[src/rtl/gmii_tx_framer.sv]
// gmii_tx_framer: turns MAC byte frames into GMII bytes (1000M) or MII nibbles (10/100M) with preamble/SFD, IFG and error signalling.
// Latency: the first preamble unit is registered on the first slot with s_tvalid; every output moves only on gmii_clk_en slots.
// Backpressure: s_tready is combinational, high on payload slots that need a new byte, and always high while draining an underflowed frame.
// Ports: clk/rst (sync, active high); s_t* byte stream in; gmii_clk_en slot strobe; speed (00=10M, 01=100M, 1x=1000M);
//        ifg_delay in byte times; gmii_txd/gmii_tx_en/gmii_tx_er to the PHY interface; start_packet and error_underflow pulses.
module gmii_tx_framer #(
    parameter int MIN_IFG        = 12,
    parameter int PREAMBLE_BYTES = 7
) (
    input  logic       clk,
    input  logic       rst,
    input  logic [7:0] s_tdata,
    input  logic       s_tvalid,
    output logic       s_tready,
    input  logic       s_tlast,
    input  logic       s_tuser,
    input  logic       gmii_clk_en,
    input  logic [1:0] speed,
    input  logic [7:0] ifg_delay,
    output logic [7:0] gmii_txd,
    output logic       gmii_tx_en,
    output logic       gmii_tx_er,
    output logic       start_packet,
    output logic       error_underflow
);

    typedef enum logic [2:0] {IDLE, PREAMBLE, PAYLOAD, DRAIN, IFG} state_t;

    // Index of the SFD unit: after PREAMBLE_BYTES bytes in GMII; in MII the SFD low nibble is
    // another 0x5, so only the final nibble (0xD) differs.
    localparam logic [5:0] PRE_LAST_GMII = 6'(PREAMBLE_BYTES);
    localparam logic [5:0] PRE_LAST_MII  = 6'(2 * PREAMBLE_BYTES + 1);

    state_t     state_q, state_d;
    logic       mii_q, mii_d;
    logic [5:0] cnt_q, cnt_d;
    logic       nib_q, nib_d;
    logic [3:0] hold_q, hold_d;
    logic       hold_er_q, hold_er_d;
    logic       hold_last_q, hold_last_d;
    logic [8:0] ifg_q, ifg_d;
    logic [7:0] txd_q, txd_d;
    logic       en_q, en_d;
    logic       er_q, er_d;
    logic       sp_q, sp_d;
    logic       uf_q, uf_d;

    logic       mii_now;
    logic       last_unit;
    logic       bad;
    logic [7:0] eff_ifg;
    logic [8:0] ifg_load;

    // Both speed codes below 1000M select nibble mode.
    assign mii_now   = (speed == 2'b00) || (speed == 2'b01);
    assign last_unit = mii_q ? (cnt_q == PRE_LAST_MII) : (cnt_q == PRE_LAST_GMII);
    assign bad       = s_tlast & s_tuser;
    assign eff_ifg   = (ifg_delay < 8'(MIN_IFG)) ? 8'(MIN_IFG) : ifg_delay;
    // MII spends two slots per byte time.
    assign ifg_load  = mii_q ? {eff_ifg, 1'b0} : {1'b0, eff_ifg};

    always_comb begin
        s_tready = 1'b0;
        if (!rst) begin
            if (state_q == DRAIN)
                s_tready = 1'b1;
            else if (state_q == PAYLOAD)
                s_tready = gmii_clk_en && (!mii_q || !nib_q);
        end
    end

    always_comb begin
        state_d     = state_q;
        mii_d       = mii_q;
        cnt_d       = cnt_q;
        nib_d       = nib_q;
        hold_d      = hold_q;
        hold_er_d   = hold_er_q;
        hold_last_d = hold_last_q;
        ifg_d       = ifg_q;
        txd_d       = txd_q;
        en_d        = en_q;
        er_d        = er_q;
        sp_d        = 1'b0;
        uf_d        = 1'b0;

        case (state_q)
            IDLE: begin
                if (gmii_clk_en) begin
                    txd_d = 8'h00;
                    en_d  = 1'b0;
                    er_d  = 1'b0;
                    if (s_tvalid) begin
                        mii_d   = mii_now;
                        txd_d   = mii_now ? 8'h05 : 8'h55;
                        en_d    = 1'b1;
                        sp_d    = 1'b1;
                        cnt_d   = 6'd1;
                        state_d = PREAMBLE;
                    end
                end
            end
            PREAMBLE: begin
                if (gmii_clk_en) begin
                    en_d  = 1'b1;
                    er_d  = 1'b0;
                    cnt_d = cnt_q + 6'd1;
                    if (last_unit) begin
                        txd_d   = mii_q ? 8'h0D : 8'hD5;
                        nib_d   = 1'b0;
                        state_d = PAYLOAD;
                    end else begin
                        txd_d = mii_q ? 8'h05 : 8'h55;
                    end
                end
            end
            PAYLOAD: begin
                if (gmii_clk_en) begin
                    if (mii_q && nib_q) begin
                        // Second nibble comes from the holding register; no upstream byte needed.
                        txd_d = {4'h0, hold_q};
                        en_d  = 1'b1;
                        er_d  = hold_er_q;
                        nib_d = 1'b0;
                        if (hold_last_q) begin
                            ifg_d   = ifg_load;
                            state_d = IFG;
                        end
                    end else if (s_tvalid) begin
                        en_d = 1'b1;
                        er_d = bad;
                        if (mii_q) begin
                            txd_d       = {4'h0, s_tdata[3:0]};
                            hold_d      = s_tdata[7:4];
                            hold_er_d   = bad;
                            hold_last_d = s_tlast;
                            nib_d       = 1'b1;
                        end else begin
                            txd_d = s_tdata;
                            if (s_tlast) begin
                                ifg_d   = ifg_load;
                                state_d = IFG;
                            end
                        end
                    end else begin
                        // Underflow only arises when a fresh byte is needed, so the
                        // frame's tlast is still owed and upstream must be drained.
                        txd_d   = 8'h00;
                        en_d    = 1'b1;
                        er_d    = 1'b1;
                        uf_d    = 1'b1;
                        state_d = DRAIN;
                    end
                end
            end
            DRAIN: begin
                if (gmii_clk_en) begin
                    txd_d = 8'h00;
                    en_d  = 1'b0;
                    er_d  = 1'b0;
                end
                if (s_tvalid && s_tlast) begin
                    ifg_d   = ifg_load;
                    state_d = IFG;
                end
            end
            IFG: begin
                if (gmii_clk_en) begin
                    txd_d = 8'h00;
                    en_d  = 1'b0;
                    er_d  = 1'b0;
                    if (ifg_q <= 9'd1) begin
                        ifg_d   = 9'd0;
                        state_d = IDLE;
                    end else begin
                        ifg_d = ifg_q - 9'd1;
                    end
                end
            end
            default: state_d = IDLE;
        endcase
    end

    always_ff @(posedge clk) begin
        if (rst) begin
            state_q     <= IDLE;
            mii_q       <= 1'b0;
            cnt_q       <= 6'd0;
            nib_q       <= 1'b0;
            hold_q      <= 4'h0;
            hold_er_q   <= 1'b0;
            hold_last_q <= 1'b0;
            ifg_q       <= 9'd0;
            txd_q       <= 8'h00;
            en_q        <= 1'b0;
            er_q        <= 1'b0;
            sp_q        <= 1'b0;
            uf_q        <= 1'b0;
        end else begin
            state_q     <= state_d;
            mii_q       <= mii_d;
            cnt_q       <= cnt_d;
            nib_q       <= nib_d;
            hold_q      <= hold_d;
            hold_er_q   <= hold_er_d;
            hold_last_q <= hold_last_d;
            ifg_q       <= ifg_d;
            txd_q       <= txd_d;
            en_q        <= en_d;
            er_q        <= er_d;
            sp_q        <= sp_d;
            uf_q        <= uf_d;
        end
    end

    assign gmii_txd        = txd_q;
    assign gmii_tx_en      = en_q;
    assign gmii_tx_er      = er_q;
    assign start_packet    = sp_q;
    assign error_underflow = uf_q;

endmodule

[config.mk]
export PLATFORM = sky130hd
export DESIGN_NAME = gmii_tx_framer
export DESIGN_NICKNAME = d
export VERILOG_FILES = /design/src/rtl/gmii_tx_framer.sv
export SDC_FILE = /design/constraint.sdc
export NUM_CORES = 1
export LEC_CHECK = 0
export BUFFER_PORTS_ARGS = -buffer_cell sky130_fd_sc_hd__clkbuf_2
export CAP_MARGIN = 30
export CORE_ASPECT_RATIO = 2
export CORE_MARGIN = 2
export CORE_UTILIZATION = 50
export DETAILED_ROUTE_END_ITERATION = 7
export PLACE_DENSITY = 0.73
export SLEW_MARGIN = 10
export SYNTH_ARGS = -nofsm -noshare
export SYNTH_HDL_FRONTEND = slang
export SYNTH_SLANG_ARGS = --single-unit
[constraint.sdc]
create_clock -name clk -period 2.1 [get_ports clk]
set_input_delay 0.42 -clock clk [delete_from_list [all_inputs] [get_ports clk]]
set_output_delay 0.42 -clock clk [all_outputs]
set_load 0.005 [all_outputs]
==> out/qor.txt, run 1 <==
initial antenna violation count - 0
global route total overflow - 0
Max Clock Freq - 0.4912 GHz
Core Util, Final - 0.6351
dominant synthesized flop cell - dfxtp_1
synth unique cells - 55
post-route insts no fill - 388
MaxCap Viol Count - 0
detailed-route via count - 2349
Final Skew - 0.008102 ns
Post-CTS Setup Repair Bufs - 0
vias in the first global route - 2250
post-synthesis net count - 309
worst skew pair latency - 0.30 ns
hold_ws - 0.3818 ns
Crit Path Class - reg2reg
post-CTS sizing - 0
hold path cells - 3
Synth Cell Area - 2210 sq um
TritonCTS clock tree - yes
endpoints failing setup - 0
antenna cell count - 0
CP Data Arrival Time - 2.23 ns
Initial Util - 0.5143
Required @ worst endpoint - 2.29 ns
Critical Path Slowest Stage Cell - or4_1
via-per-instance ratio - 6.054
fill count - 423
status - finished clean
Layout area overhead - 23.50%
final hold vios - 0
hold bufs inserted after CTS - 0
Inserted Clock Buffers - 5
critical path peak fanout - 5
sequential fraction of the synthesis area - 0.3443
Slew HR - 0.6999
highest cell delay on the worst timing path - 0.64 ns
First-pass DRT Iterations - 5
Routed WL per cell - 16.09 um
unrepaired setup endpoints after global routing - no
Inst Count DP - 380
post-route ant nets - 0
dpl hpwl - 4766 um
crit-path cells - or4_1 > o31ai_4 > and4bb_4 > a211oi_1 > a41o_2
DR iter-0 viols - 72
final period utilization - 0.9694
final instance area - 2729 sq um
placed cell area - 2577 sq um
Post-synth EDFFs - 0
CTS clk-pin slew, worst paths - 0.08 ns
Seq cells post-synth - 38
top post-synthesis cells by area - dfxtp_1 (34%), a21oi_1 (6.8%), nor2_1 (5.8%)
Worst setup SP type - flop
GP Congestion - 0.9550
htree depth - 2
ratio of cells with drive above 1 in the final layout - 0.2575
first-pass GRT wire length - 10170 um
Syn Area/Cell - 7.836 sq um
Ports - 37
GRT Overall Usage - 0.2658
Die Wd - 51.01 um
Worst VDD drop - 543.3 uV
CTS Sinks - 38
Leak Pwr - 1.057 nW
worst-margin pin slew - 0.4482 ns
crit end category - flop
die height - 98.01 um
min Tclk post-route - 2.036 ns
Port Buffer Count - 35
warnings from Yosys - 0
R2R depth - 5
Core Region - 4297 sq um
P per Cell Area - 767.6 nW/um^2
Fin Setup TNS - 0 ns
Final Max Slew Viols - 0
Hold/Removal Path Class - in2reg
die area - 4999 sq um
CTS max path bufs - 2
NumNets Final - 360
final WL - 6241 um
Synth top area share - 0.3443
asr flop ratio synth - 0
largest net degree at the start of global routing - 21
Yosys top cell by area - dfxtp_1
DRC Markers - 0
Clock Root Buffer - clkbuf_8
synthesized instance count - 282
Rows - 34
[layer usage]
layer | part of all wire | track usage | routed length, um | vias to the layer above
li1 | - | - | - | 1145
met1 | 0.35 | 0.2684 | 2201 | 1101
met2 | 0.57 | 0.4985 | 3537 | 82
met3 | 0.044 | 0.03517 | 273 | 21
met4 | 0.037 | 0.1393 | 229 | 0
met5 | 0 | 0 | 0 | -
[worst paths after layout]
path | from | end | slack [ns]
hold reg to reg | gmii_txd[5] | gmii_txd[5] | 0.46
hold / removal | s_tdata[5] | gmii_txd[5] | 0.38
setup reg to reg | ifg_q[8] | state_q[0] | 0.06
setup / recovery | ifg_q[8] | state_q[0] | 0.06
[critical path, delay by kind of cell, from the launching register on]
family | cells | cell delay, ns
flops | 1 | 0.34
simple gates | 2 | 0.95
compound gates | 3 | 0.63
[cell usage in the layout (no fill, tap or decap), types with 3 or more instances in the layout]
master,netlist,final
a21oi_1,30,30
a211oi_1,6,6
or2_2,5,5
clkbuf_2,0,35
nor2b_1,4,3
and3_1,4,4
mux2i_1,9,9
nor3_1,5,5
nor4_1,4,4
nor2_1,34,34
inv_1,8,8
nor3b_1,5,5
clkbuf_8,0,6
o32ai_1,6,6
nand2_1,26,26
ha_1,3,3
o21ai_0,13,13
nand4_1,5,5
and2_1,3,3
o22ai_1,3,3
a21boi_0,3,3
xnor2_1,3,3
dfxtp_1,38,38
buf_4,0,25
a31oi_1,4,4
nand3_1,9,9
[kinds of logic after synthesis]
kind of cell | count (synthesis) | synth area share
multiplexers | 9 | 0.04077
AND/OR/NAND/NOR | 114 | 0.2605
AO/OA/AOI/OAI | 89 | 0.2758
flip-flops | 38 | 0.3443
buffers and inverters | 24 | 0.04190
adder cells (fa/ha/maj) | 3 | 0.01699
XOR/XNOR | 5 | 0.01982
[cells in the mapped netlist (all sizes together) (4+ instances only)]
cell    number
a211oi       6
a21oi       31
a31oi        4
and2         4
and3         4
buf          4
clkbuf      12
dfxtp       38
inv          8
mux2i        9
nand2       26
nand3        9
nand4        5
nor2        34
nor2b        4
nor3         6
nor3b        5
nor4         4
o21ai       14
o32ai        6
or2          5
[layout make-up]
cell class / instances / area, sq um / area share
tap: 54 / 67.56 / 0.02476
inverter: 8 / 30.03 / 0.01100
sequential: 38 / 760.7 / 0.2788
multi-input combinational: 220 / 1365 / 0.5002
timing repair buffer: 60 / 362.8 / 0.1330
clock buffer: 6 / 82.58 / 0.03026
clock inverter: 2 / 60.06 / 0.02201
[power by group]
group	leakage [nW]	switching (W)	internal (W)	total [W]
Combinational	0.677	0.000306	0.000225	0.000532
Clock	0.0714	0.000262	0.000507	0.000768
Sequential	0.308	0.0000347	0.000760	0.000795
[state kept, by name (all words and copies together), names as in the netlist, 3 cells and up]
signal / flops
ifg_q: 9
gmii_txd: 8
cnt_q: 6
hold_q: 4
state_q: 3
[metrics by stage]
stage                     power [W]  setup WS, ns
after floorplan            0.001141     0.0002367
after global routing       0.002185       0.02156
after detailed placement   0.001331        0.1065
after global placement     0.001323        0.1260
after CTS                  0.002100       0.07317
final                      0.002095       0.06417
(Power assumes the default switching activity.)
==> run 2: changes to the inputs <==
Settings changed: ABC_CLOCK_PERIOD_IN_PS set to 2100, CORE_UTILIZATION 50 to 52, CTS_BUF_LIST set to sky130_fd_sc_hd__clkbuf_8, PLACE_DENSITY 0.73 to 0.76.
==> out/qor.txt, run 2 (same netlist as run 1, synthesis figures left out) <==
Die Wd - 50.10 um
Clock Root Buffer - clkbuf_8
endpoints failing setup - 0
die height - 96.19 um
reg2reg start - ifg_q[8]
Critical Path Slowest Stage Cell - or4_1
final WL - 6166 um
Critical Path Start - ifg_q[8]
Routed WL per cell - 16.06 um
initial antenna violation count - 0
final period utilization - 0.9658
first-pass GRT wire length - 10070 um
Max Clock Freq - 0.4931 GHz
NumNets Final - 359
Layout area overhead - 21.57%
MaxCap Viol Count - 0
Rows - 33
worst-margin pin slew - 0.3929 ns
commonest non-fill, non-tap cell in the layout - dfxtp_1
First-pass DRT Iterations - 4
Core Region - 4088 sq um
CP Data Arrival Time - 2.22 ns
largest net degree at the start of global routing - 16
Hold/Removal Path Class - in2reg
antenna cell count - 0
DRT met1 WL - 2208 um
CTS clk-pin slew, worst paths - 0.08 ns
Final Max Slew Viols - 0
ratio of cells with drive above 1 in the final layout - 0.2500
DRC Markers - 0
worst skew pair latency - 0.30 ns
dpl hpwl - 4813 um
Post-CTS Setup Repair Bufs - 0
post-route ant nets - 0
Inserted Clock Buffers - 5
critical path peak fanout - 5
detailed-route via count - 2349
Worst VDD drop - 628.6 uV
unrepaired setup endpoints after global routing - no
fill count - 364
DR WL met2 - 3366 um
final hold vios - 0
crit path buf inv count - 0
Leak Pwr - 1.037 nW
Fin Setup TNS - 0 ns
Port Buffer Count - 35
top layer in use - met4
Setup WS pre-CTS - 0.1018 ns
met3 WL - 265 um
power consumption - 0.001952 W
Initial Util - 0.5406
Worst setup SP type - flop
die area - 4818 sq um
P per Cell Area - 726.7 nW/um^2
final worst slack - 0.07185 ns
via-per-instance ratio - 6.117
CTS Sinks - 38
GP Congestion - 0.9262
crit end category - flop
CTS max path bufs - 2
global route total overflow - 0
Largest Register - ifg_q
GRT Overall Usage - 0.2722
DR iter-0 viols - 68
crit-path cells - or4_1 > o31ai_4 > and4bb_4 > a211oi_1 > a41o_2
Ports - 37
vias in the first global route - 2312
min Tclk post-route - 2.028 ns
Crit Path Class - reg2reg
Final Skew - 0.008249 ns
status - finished clean
Required @ worst endpoint - 2.29 ns
most frequent cells in the layout - dfxtp_1 (38), clkbuf_2 (35), nor2_1 (34)
max reg flops - 9
min-delay src - s_tdata[5]
TritonCTS clock tree - yes
highest cell delay on the worst timing path - 0.64 ns
htree depth - 2
CP delay by family, top - simple AND/OR/NAND/NOR gates
Slew HR - 0.7313
==> run 2: cell types whose count changed in the layout (fill, tap and decap cells not counted), sizes merged <==
cell	change
bufinv	-1
buf	-1
==> run 2: final timing paths <==
path,endpoint,slack [ns],cells past startpoint
worst max-delay path,state_q[0],0.07,5
worst min-delay path,gmii_txd[5],0.38,3
worst max register to register,state_q[0],0.07,5
worst min register to register,gmii_txd[5],0.46,2
==> run 2: power breakdown <==
group	internal (W)	total, W	leakage, nW	switching [W]
logic	0.000224	0.000523	0.671	0.000299
registers	0.000760	0.000796	0.308	0.0000359
clock network	0.000380	0.000633	0.0573	0.000253
total	0.00136	0.00195	1.04	0.000588
==> run 2: metrics by stage <==
stage	instances	hold slack [ns]	cell area [sq um]	util
6_report	384	0.3790	2686	0.6572
5_1_grt	384	0.4006	2686	0.6572
4_1_cts	384	0.3858	2680	0.6556
3_5_place_dp	377	0.4564	2567	0.6281
3_3_place_gp	377	0.4424	2567	0.6281
2_1_floorplan	282	0.4483	2210	-
==> run 2: repair_timing <==
item                                    CTS  global route
hold buffers                              0             0
endpoints found under the setup margin    0             1
gates resized for setup                   0             1
==> run 2: routing by layer <==
metal  up-vias  global-route usage
li1       1142                   -
met1      1100              0.2490
met2        76              0.5362
met3        31             0.04037
met4         0              0.1690
met5         -                   0
==> run 2: layout make-up <==
cell class / count / area (sq um) / area share
clock inverters: 1 / 30.03 / 0.01118
repair buffers: 59 / 355.3 / 0.1323
flip-flops and latches: 38 / 760.7 / 0.2832
clock buffers: 6 / 82.58 / 0.03074
multi-input cells: 220 / 1363 / 0.5072
inverters: 8 / 30.03 / 0.01118
well taps: 52 / 65.06 / 0.02422
==> run 2: worst min-delay path, stage by stage <==
cell and delay [ns]:
clkbuf_2 0.09, nand3_1 0.06, a21oi_1 0.06
==> run 3: changes to the inputs <==
Settings changed: ABC_AREA set to 1, CORE_ASPECT_RATIO 2 to 1.75, RECOVER_POWER set to 25.
==> out/qor.txt, run 3 <==
ratio of cells with drive above 1 in the final layout - 0.1353
status - finished clean
Leak Pwr - 1.308 nW
Setup WS pre-CTS - 0.3620 ns
via-per-instance ratio - 5.321
synthesized instance count - 357
Inserted Clock Buffers - 5
highest cell delay on the worst timing path - 0.36 ns
CTS max path bufs - 2
Syn Area/Cell - 6.172 sq um
Critical Path Slowest Stage Cell - dfxtp_1
CTS Sinks - 38
Layout area overhead - 15.22%
final worst slack - 0.1323 ns
most frequent cells in the layout - nand2_1 (86), nor2_1 (72), inv_1 (48)
initial antenna violation count - 0
crit end category - primary output
die area - 4794 sq um
reg2reg end - ifg_q[3]
asr flop ratio synth - 0
post-route ant nets - 0
Rows - 31
NumNets Final - 425
CP Data Arrival Time - 1.55 ns
DRC Markers - 0
hold path cells - 2
DR iter-0 viols - 79
largest net degree at the start of global routing - 20
Routed WL per cell - 12.97 um
sequential fraction of the synthesis area - 0.3453
Post-Synth Simple-Gate Area - 0.3651
critical path peak fanout - 6
GRT Overall Usage - 0.2620
unrepaired setup endpoints after global routing - no
Synth top area share - 0.3453
MaxCap Viol Count - 0
Clock Root Buffer - clkbuf_8
Synth Cell Area - 2203 sq um
post-synthesis net count - 384
Synth Area in Adders - 0.01704
Crit Path Class - reg2out
Largest Register - ifg_q
First-pass DRT Iterations - 4
post-synthesis mux area share - 0
Yosys top cell by area - dfxtp_1
Core Region - 4111 sq um
dominant synthesized flop cell - dfxtp_1
worst skew pair latency - 0.29 ns
CTS clk-pin slew, worst paths - 0.07 ns
final period utilization - 0.9370
antenna cell count - 0
crit path buf inv count - 2
vias in the first global route - 2242
CP delay by family, top - simple AND/OR/NAND/NOR gates
GP Congestion - 0.9661
xor-xnor portion of the synthesized cell area - 0.01988
Slew HR - 0.6390
final hold vios - 0
Worst VDD drop - 600.5 uV
warnings from Yosys - 0
Port Buffer Count - 35
Worst setup SP type - flop
first-pass GRT wire length - 9494 um
Initial Util - 0.5359
Final Skew - 0.004638 ns
R2R setup slack - 0.29 ns
synth unique cells - 29
Hold/Removal Path Class - in2reg
Fin Setup TNS - 0 ns
top post-synthesis cells by area - dfxtp_1 (35%), nand2_1 (15%), nor2_1 (12%)
count leader, synth - nand2_1
R2R depth - 9
Post-CTS Setup Repair Bufs - 0
commonest non-fill, non-tap cell in the layout - nand2_1
max reg flops - 9
hold endpoint - mii_q
Die Wd - 53.21 um
Post-synth EDFFs - 0
compound-gate portion of the synthesized area - 0.1505
dpl hpwl - 4552 um
worst-margin pin slew - 0.5409 ns
min Tclk post-route - 1.968 ns
reg2reg start - state_q[2]
Seq cells post-synth - 38
P per Cell Area - 1036 nW/um^2
detailed-route via count - 2384
Max Clock Freq - 0.5082 GHz
fill count - 422
Commonest cells post-synth - nand2_1 (86), nor2_1 (72), inv_1 (47)
die height - 90.11 um
final WL - 5810 um
Final Max Slew Viols - 0
global route total overflow - 0
largest family of logic cells by synthesized area - simple AND/OR/NAND/NOR gates
crit-path cells - inv_1 > nand3_2 > nor2_4 > nand2_1 > a21oi_1 > clkbuf_2
Required @ worst endpoint - 1.68 ns
Ports - 37
endpoints failing setup - 0
htree depth - 2
min-delay src - speed[1]
TritonCTS clock tree - yes
run 3: cell count changes in the layout (fill, tap and decap cells not counted), sizes merged, moves of 5 or more:
cell   previous run  this run
nor3b             5         0
buf              24         5
o21ai            14        24
nor2             34        75
nand3             9        23
inv               8        50
nand2            26        86
a21oi            31        18
mux2i             9         0
or2               5         0
o32ai             6         0
run 3: worst max path at each step:
stage                      startpoint  endpoint  slack [ns]  depth (start not counted)
after floorplan           gmii_clk_en  ifg_q[7]        0.64                          9
after global placement     state_q[2]  ifg_q[3]        0.35                          9
after detailed placement   state_q[2]  ifg_q[3]        0.36                          9
after CTS                  state_q[0]  s_tready        0.11                          6
after global routing       state_q[0]  s_tready        0.03                          6
final                      state_q[0]  s_tready        0.13                          6
run 3: metal layers:
layer | part of all wire | track usage
met2 | 0.54 | 0.4733
met1 | 0.38 | 0.2634
met4 | 0.040 | 0.1432
met5 | 0 | 0
met3 | 0.042 | 0.04485
run 3: power breakdown:
group          internal, W  leakage, nW  switching [W]
Clock             0.000260       0.0524       0.000257
Sequential        0.000841        0.310       0.000112
Combinational     0.000395        0.945       0.000764
run 3: through the flow:
step	cell area (sq um)	hold slack, ns	std cells	util	total power [W]
after floorplan	2203	0.4524	357	-	0.001797
after global placement	2447	0.4542	440	0.5953	0.002086
after detailed placement	2447	0.4628	440	0.5953	0.002114
after CTS	2539	0.3443	448	0.6175	0.002625
after global routing	2539	0.3655	448	0.6175	0.002831
final	2539	0.3489	448	0.6175	0.002629
run 3: cells by family after synthesis:
logic type,Yosys count
compound gates,58
xor+xnor,5
fa+ha+maj,3
buf+inv,57
flops,38
simple gates,196
run 3: cell type report:
cell class,instances,area [sq um],area share
Multi-Input combinational cell,262,1222,0.4815
Timing Repair Buffer,41,215.2,0.08477
Tap cell,49,61.31,0.02415
Inverter,50,187.7,0.07393
Clock inverter,2,8.758,0.003450
Clock buffer,6,82.58,0.03253
Sequential cell,38,760.7,0.2997
run 3: timing repair:
action / in CTS / in global routing
hold endpoints to repair: 0 / 0
resized for setup: 0 / 1
hold buffers: 0 / 0
endpoints found under the setup margin: 0 / 1
